==> config.mk <==
export PLATFORM = sky130hd
export DESIGN_NAME = keypad_operand_ctrl_flat
export DESIGN_NICKNAME = d
export VERILOG_FILES = /design/src/rtl/keypad_operand_ctrl_if.sv /design/src/rtl/keypad_operand_ctrl.sv /design/src/flat_wrapper.sv
export SDC_FILE = /design/constraint.sdc
export NUM_CORES = 1
export LEC_CHECK = 0
export CAP_MARGIN = 25
export CORE_ASPECT_RATIO = 1.25
export CORE_MARGIN = 8
export CORE_UTILIZATION = 53
export DETAILED_ROUTE_END_ITERATION = 7
export PLACE_DENSITY = 0.77
export SLEW_MARGIN = 5
export SYNTH_ARGS = -nofsm -noshare
export SYNTH_HDL_FRONTEND = slang
export SYNTH_SLANG_ARGS = --single-unit
==> constraint.sdc <==
create_clock -name clk_div -period 3.3 [get_ports clk_div]
set_clock_uncertainty 0.15 [all_clocks]
set_input_delay 0.99 -clock clk_div [delete_from_list [all_inputs] [get_ports clk_div]]
set_output_delay 0.99 -clock clk_div [all_outputs]
set_load 0.005 [all_outputs]
==> src/rtl/keypad_operand_ctrl_if.sv <==
// Keypad operand controller bus: scanner key strobe in, operand pair out.
// master: the operand controller; slave: the scanner/arithmetic side.
interface keypad_operand_ctrl_if #(
  parameter int OP_W = 8
) ();
  logic [3:0]             key_code;
  logic                   key_valid;
  logic signed [OP_W-1:0] op_a;
  logic signed [OP_W-1:0] op_b;
  logic                   op_valid;
  logic                   op_ready;

  modport master (
    input  key_code, key_valid, op_ready,
    output op_a, op_b, op_valid
  );

  modport slave (
    output key_code, key_valid, op_ready,
    input  op_a, op_b, op_valid
  );
endinterface

==> src/rtl/keypad_operand_ctrl.sv <==
// Keypad operand controller: debounces scanner strobes, assembles two signed
// decimal operands and hands them downstream over valid/ready.
// Optional feature macro: KEYPAD_OPERAND_AUTOENTER_EN (commit on the last
// allowed digit instead of waiting for the enter key).
module keypad_operand_ctrl #(
  parameter int OP_W        = 8,
  parameter int MAX_DIGITS  = 2,
  parameter int RELEASE_CYC = 8
) (
  input  logic                               clk_div,
  input  logic                               rst,
  keypad_operand_ctrl_if.master              bus,
  output logic signed [OP_W-1:0]             entry,
  output logic [$clog2(MAX_DIGITS+1)-1:0]    digit_cnt,
  output logic                               entering_b,
  output logic                               ovf
);
  localparam int CW = $clog2(MAX_DIGITS+1);
  localparam int RW = $clog2(RELEASE_CYC+1);

  localparam logic [3:0] KEY_SIGN  = 4'd10;
  localparam logic [3:0] KEY_ENTER = 4'd11;
  localparam logic [3:0] KEY_CLEAR = 4'd12;

  typedef enum logic [1:0] {ENTER_A, ENTER_B, ISSUE} state_t;

  state_t            state_q, state_d;
  logic [OP_W-1:0]   mag_q, mag_d, mag_next;
  logic              neg_q, neg_d;
  logic [CW-1:0]     cnt_q, cnt_d;
  logic              ovf_q, ovf_d;
  logic signed [OP_W-1:0] op_a_q, op_a_d, op_b_q, op_b_d;
  logic              armed_q;
  logic [RW-1:0]     rel_cnt_q;
  logic              accept;

  // Sign-magnitude to two's complement; negative zero folds to zero.
  function automatic logic signed [OP_W-1:0] apply_sign(input logic [OP_W-1:0] m,
                                                        input logic n);
    return n ? -$signed(m) : $signed(m);
  endfunction

  assign accept   = bus.key_valid & armed_q;
  assign mag_next = (mag_q * OP_W'(10)) + OP_W'(bus.key_code);

  assign entry      = apply_sign(mag_q, neg_q);
  assign digit_cnt  = cnt_q;
  assign ovf        = ovf_q;
  assign entering_b = (state_q != ENTER_A);
  assign bus.op_a     = op_a_q;
  assign bus.op_b     = op_b_q;
  assign bus.op_valid = (state_q == ISSUE);

  // Key lockout: one acceptance per press, re-armed after RELEASE_CYC quiet cycles.
  always_ff @(posedge clk_div) begin
    if (rst) begin
      armed_q   <= 1'b1;
      rel_cnt_q <= '0;
    end else if (bus.key_valid) begin
      armed_q   <= 1'b0;
      rel_cnt_q <= '0;
    end else if (!armed_q) begin
      if (rel_cnt_q == RW'(RELEASE_CYC-1)) begin
        armed_q   <= 1'b1;
        rel_cnt_q <= '0;
      end else begin
        rel_cnt_q <= rel_cnt_q + 1'b1;
      end
    end
  end

  // State and entry registers.
  always_ff @(posedge clk_div) begin
    if (rst) begin
      state_q <= ENTER_A;
      mag_q   <= '0;
      neg_q   <= 1'b0;
      cnt_q   <= '0;
      ovf_q   <= 1'b0;
      op_a_q  <= '0;
      op_b_q  <= '0;
    end else begin
      state_q <= state_d;
      mag_q   <= mag_d;
      neg_q   <= neg_d;
      cnt_q   <= cnt_d;
      ovf_q   <= ovf_d;
      op_a_q  <= op_a_d;
      op_b_q  <= op_b_d;
    end
  end

  // Key decode, operand commit and next-state selection.
  always_comb begin
    state_d = state_q;
    mag_d   = mag_q;
    neg_d   = neg_q;
    cnt_d   = cnt_q;
    ovf_d   = ovf_q;
    op_a_d  = op_a_q;
    op_b_d  = op_b_q;
    unique case (state_q)
      ENTER_A, ENTER_B: begin
        if (accept) begin
          if (bus.key_code <= 4'd9) begin
            if (cnt_q < CW'(MAX_DIGITS)) begin
              mag_d = mag_next;
              cnt_d = cnt_q + 1'b1;
`ifdef KEYPAD_OPERAND_AUTOENTER_EN
              // Last allowed digit commits immediately, sign already applied.
              if (cnt_q == CW'(MAX_DIGITS-1)) begin
                ovf_d = 1'b0;
                if (state_q == ENTER_A) begin
                  op_a_d  = apply_sign(mag_next, neg_q);
                  mag_d   = '0;
                  neg_d   = 1'b0;
                  cnt_d   = '0;
                  state_d = ENTER_B;
                end else begin
                  op_b_d  = apply_sign(mag_next, neg_q);
                  state_d = ISSUE;
                end
              end
`endif
            end else begin
              ovf_d = 1'b1;
            end
          end else if (bus.key_code == KEY_SIGN) begin
            neg_d = ~neg_q;
          end else if (bus.key_code == KEY_ENTER && cnt_q != '0) begin
            ovf_d = 1'b0;
            if (state_q == ENTER_A) begin
              op_a_d  = entry;
              mag_d   = '0;
              neg_d   = 1'b0;
              cnt_d   = '0;
              state_d = ENTER_B;
            end else begin
              op_b_d  = entry;
              state_d = ISSUE;
            end
          end else if (bus.key_code == KEY_CLEAR) begin
            // Clear on an empty second entry backs out to the first operand.
            if (state_q == ENTER_B && cnt_q == '0 && !neg_q) begin
              op_a_d  = '0;
              state_d = ENTER_A;
            end
            mag_d = '0;
            neg_d = 1'b0;
            cnt_d = '0;
            ovf_d = 1'b0;
          end
        end
      end
      ISSUE: begin
        // Keys are ignored here; only the transfer leaves this state.
        if (bus.op_ready) begin
          state_d = ENTER_A;
          mag_d   = '0;
          neg_d   = 1'b0;
          cnt_d   = '0;
          ovf_d   = 1'b0;
        end
      end
      default: state_d = ENTER_A;
    endcase
  end
endmodule

==> src/flat_wrapper.sv <==
// flat-port wrapper written by rule: the top's interface ports become plain ports
module keypad_operand_ctrl_flat 
#(
  parameter int OP_W        = 8,
  parameter int MAX_DIGITS  = 2,
  parameter int RELEASE_CYC = 8
)
  (clk_div, rst, entry, digit_cnt, entering_b, ovf, bus_key_code, bus_key_valid, bus_op_ready, bus_op_a, bus_op_b, bus_op_valid);
  keypad_operand_ctrl_if #(.OP_W(OP_W)) bus_i ();
  input  logic clk_div;
  input  logic rst;
  output logic signed [OP_W-1:0] entry;
  output logic [$clog2(MAX_DIGITS+1)-1:0] digit_cnt;
  output logic entering_b;
  output logic ovf;
  input wire logic [$bits(bus_i.key_code)-1:0] bus_key_code;
  input wire logic [$bits(bus_i.key_valid)-1:0] bus_key_valid;
  input wire logic [$bits(bus_i.op_ready)-1:0] bus_op_ready;
  output wire logic [$bits(bus_i.op_a)-1:0] bus_op_a;
  output wire logic [$bits(bus_i.op_b)-1:0] bus_op_b;
  output wire logic [$bits(bus_i.op_valid)-1:0] bus_op_valid;
  assign bus_i.key_code = bus_key_code;
  assign bus_i.key_valid = bus_key_valid;
  assign bus_i.op_ready = bus_op_ready;
  assign bus_op_a = bus_i.op_a;
  assign bus_op_b = bus_i.op_b;
  assign bus_op_valid = bus_i.op_valid;
  keypad_operand_ctrl #(.OP_W(OP_W), .MAX_DIGITS(MAX_DIGITS), .RELEASE_CYC(RELEASE_CYC)) u_core (.clk_div(clk_div), .rst(rst), .bus(bus_i), .entry(entry), .digit_cnt(digit_cnt), .entering_b(entering_b), .ovf(ovf));
endmodule
# Word level (Yosys, flattened, before mapping)

Index checks and enable logic that the tools add are counted.

Bits of input ports: 8
Logic and storage cells: 109
Output and inout bits: 29
Register bits: 35

Reduce and logical (&&, ||, !) cells: 19
Magnitude comparators: 2
Multiplexer cells: 49
Bitwise gates (word level): 5
Eq/ne operators: 20
Multiply operators: 1
Add/sub/neg operators: 4

Operators by type and width:

| operator              | number |
|---|---|
| $mux W8               | 13 |
| $mux W2               | 15 |
| $reduce_and A6 Y1     | 4 |
| $pmux W8 S2           | 1 |
| $mux W1               | 15 |
| $reduce_and A7 Y1     | 2 |
| $eq A4 B4 Y1 const B  | 3 |
| $reduce_bool A2 Y1    | 5 |
| $add A8 B4 Y8         | 1 |
| $mul A8 B3 Y7 const B | 1 |
| $ne A2 B2 Y1 const B  | 4 |
| $ne A4 B1 Y1 const B  | 2 |
| $ne A4 B3 Y1 const B  | 2 |
| $neg A8 Y8            | 1 |
| $pmux W2 S2           | 2 |
| $ne A3 B1 Y1 const B  | 2 |
| $ne A3 B3 Y1 const B  | 2 |
| $add A4 B1 Y4 const B | 1 |
| $eq A4 B3 Y1 const B  | 1 |
| $le A4 B4 Y1 const B  | 1 |
| $logic_not A2 Y1      | 2 |
| $mux W4               | 1 |
| $not A1 Y1            | 4 |
| $pmux W1 S2           | 2 |
| other kinds (10)      | 13 |

# Logic depth before layout (Yosys ltp)

Depth in word-level cells: 10
Gate-level depth with buffers: 9
Depth with buffers taken out: 9

# Worst setup path before layout

No wires, ideal clock.

Path kind: input to register
From: input port bus_key_code[1]
To: register u_core.mag_q[7]
Stages: 7
Path buffers: 0
Data required time: 3.034 ns
Setup time: 0.116 ns
Path slack: 0.780 ns
Arrival: 2.254 ns
Cell sequence: ha_1 fa_1 a21o_1 nand4b_1 xnor2_1 xnor2_1 a31o_1

Longest elaborated chain between the ends: 7
Elaborated cells between the ends (all ways): 17
Those cells by class: 1 x add/sub; 1 x order compare; 7 x eq/ne; 6 x mux; 2 x reduce/logical

Ends and longest elaborated chain:

| element                                               | line                      | RTL |
|---|---|---|
| start, declared                                       | flat_wrapper.sv:16        | `input wire logic [$bits(bus_i.key_code)-1:0] bus_key_code;` |
| branches (longest 7 deep; another with $add A8 B4 Y8) | n/a                       |  |
| end signal, assigned                                  | keypad_operand_ctrl.sv:84 | `mag_q <= mag_d;` |
| end, declared                                         | keypad_operand_ctrl.sv:28 | `logic [OP_W-1:0] mag_q, mag_d, mag_next;` |

Parallel ways; which one is timed is not known. The select of a mux whose other input is x is not followed.
A chain may end at the register's enable or synchronous reset.

# Final worst setup path

From: register u_core.mag_q[3]
To: output port entry[6]

Longest elaborated chain between the ends: 2

Ends and longest elaborated chain:

| element       | line                      | RTL |
|---|---|---|
| $neg A8 Y8    | keypad_operand_ctrl.sv:40 | `return n ? -$signed(m) : $signed(m);` |
| $mux W8       | keypad_operand_ctrl.sv:40 |  |
| end, declared | flat_wrapper.sv:12        | `output logic signed [OP_W-1:0] entry;` |

Every way passes these cells.

==> qor.csv <==
metric;value;unit
main combinational cell family by area after synthesis;simple AND/OR/NAND/NOR gates;
CP cell instances;or4_4 -> o21ai_1 -> xnor2_1 -> clkdlybuf4s50_1;
Worst Path Buf+Inv;1;
design area;2720;sq um
critical path class;register to output pin;
Clock transition at path regs;0.08;ns
worst hold slack;0.309;ns
Setup Viol. Count Final;0;
Syn Inst Count;260;
antenna cells;0;
Placement Setup Slack;0.162;ns
Die X;72.8;um
status;complete, no violations;
nets;327;
WP data arrival;2.05;ns
CP delay by family, top;buffers and inverters;
DRC viols;0;
Post-Route WL;5.18;mm
setup TNS;0;ns
Power Total;0.967;mW
first-pass GRT wire length;8.95;mm
htree depth;2;
CTS tree;done;
Syn Area/Cell;8.23;sq um
mux contribution to synthesized area;0.935;%
most common flop cell mapped by yosys;dfxtp_1;
vias per inst;5.48;
Static Leak;1.09;nW
worst hold path type;register to register;
Peak supply drop;226;uV
largest net degree at the start of global routing;37;
area share of and/or/nand/nor cells after synthesis;26.1;%
Detailed Place HPWL;3.94;mm
crit path capture type;output pin;
layout cells sized above 1;12.5;%
Synth Net Count;283;
complex-gate fraction of the synthesized area;17.8;%
Hold Fails Final Rpt;0;
number of buffers added on ports;36;
Post-Syn Area;2140;sq um
Avg WL per Cell;14.4;um
most common library cell in the layout ignoring fill and taps;clkdlybuf4s50_1;
actual slew at the worst max-slew pin;0.619;ns
vias in the first global route;1996;
grt ovf;0;
clk sinks;35;
post-synthesis xor/xnor area fraction;6.14;%
CP max stage delay;0.55;ns
TritonCTS Buffers;5;
fmax;0.314;GHz
Post-synth EDFFs;0;
Ys Warns;0;
area post-placement;2590;sq um
1st-iter DRT viols;87;
max_slew headroom;58.7;%
crit path max fanout;7;
Crit-path slowest cell;clkdlybuf4s50_1;
Core Region;3970;sq um
First-pass DRT Iterations;4;
Post-DRT Antenna Nets;0;
reg-to-reg slack, setup;0.71;ns
Clock Latency Late Sink;0.29;ns
Synth Area in Adders;9.47;%
CTS root buffer;clkbuf_8;
RSZ-0062 raised after global routing;false;
Die Ht;87.1;um
DR vias;1979;
Max Cap Viol;0;
Layout area overhead;27.0;%
Worst EP required;2.16;ns
Seq/Total Area, Yosys;32.7;%
shortest period the worst path allows;3.19;ns
final worst path period share;96.6;%
final std cells w/o fill;361;
hold-fix buffers at CTS;0;
Post-synth ARST share;0;%
die outline area;6340;sq um
IO Count;37;
CTS Buffer Depth;2;
Inst Count DP;351;
Synth Register Bits;35;
final worst slack;0.111;ns
gp weighted congestion;0.879;
initial antenna violation count;0;
count of cell types in the netlist;55;
P per Cell Area;356;nW/um^2
Final Util;68.5;%
Initial Utilization;53.9;%
Startpoint Class;register;
Global Route Usage Sum;17.4;%
Site Rows;26;
commonest cells after routing, fill and taps aside;clkdlybuf4s50_1, dfxtp_1, nand2_1, nor2_1, a21oi_1;
fin. max-slew vios;0;
[synthesized netlist by cell type, drive strengths merged, types with 5 or more instances]
master  count  share of area [%]
dfxtp      35                 33
nand2      27                5.1
nor2       26                4.6
a21oi      25                5.8
nand3      19                4.4
inv        14                2.5
ha         13                7.6
nor3       13                3.0
xnor2      12                4.9
buf        11                3.5
o21ai       6                1.4
clkbuf      5               0.88
[kinds of logic (layout without fill, tap and decap cells)]
family,count (synthesis),in the layout
and+or+nand+nor,107,107
AOI/OAI and AO/OA,56,56
DFF,35,35
buffers and inverters,30,75
adders and majority gates,15,15
xor gates and xnor gates,15,15
muxes,2,2
[area by class of cell]
class | instances | area [sq um]
timing repair buffer | 53 | 487
inverter | 14 | 52.6
fill | 366 | 1250
clock buffer | 5 | 68.8
clock inverter | 3 | 43.8
sequential | 35 | 703
multi-input combinational | 195 | 1290
tap | 56 | 70.1
[per-layer routing]
metal	global-route usage (%)	part of all wire (%)	up-vias
li1	-	-	1008
met1	19.1	42	912
met2	30.6	51	53
met3	4.38	5.2	6
met4	7.30	1.5	0
met5	0	0	-
[flip-flops by register name (all words and copies together), names as in the netlist]
signal,count
u_core.bus.op_a,8
u_core.bus.op_b,8
u_core.mag_q,8
u_core.rel_cnt_q,4
u_core.digit_cnt,2
u_core.state_q,2
u_core.armed_q,1
u_core.neg_q,1
u_core.ovf,1
[power by group]
group | leakage (nW) | total, mW | internal [mW] | switching (mW)
logic | 0.752 | 0.140 | 0.0650 | 0.0747
registers | 0.284 | 0.435 | 0.429 | 0.00666
clock network | 0.0581 | 0.393 | 0.225 | 0.168
[worst reg2reg max path, delay by kind of cell, from the launching register on]
| kind | cells | cell delay (ns) |
|---|---|---|
| buffers and inverters | 2 | 0.22 |
| flip-flops | 1 | 0.31 |
| AO/OA/AOI/OAI | 1 | 0.21 |
| AND/OR/NAND/NOR | 1 | 0.16 |
| adder cells (fa/ha/maj) | 3 | 0.85 |
| XOR/XNOR | 3 | 0.59 |
[worst paths after layout]
| kind | startpoint | endpoint | cells after the start |
|---|---|---|---|
| setup / recovery | u_core.mag_q[3] | entry[6] | 4 |
| hold / removal | u_core.bus.op_a[7] | u_core.bus.op_a[7] | 2 |
| setup reg to reg | u_core.mag_q[1] | u_core.mag_q[7] | 10 |
| hold reg to reg | u_core.bus.op_a[7] | u_core.bus.op_a[7] | 2 |
[what timing repair did]
action | CTS | global route
gates cloned | 0 | 0
setup buffers | 2 | 0
setup endpoints to repair | 2 | 2
gates resized for setup | 2 | 2
pin swaps | 1 | 0
Note: power is estimated with default switching activity, not from simulation.
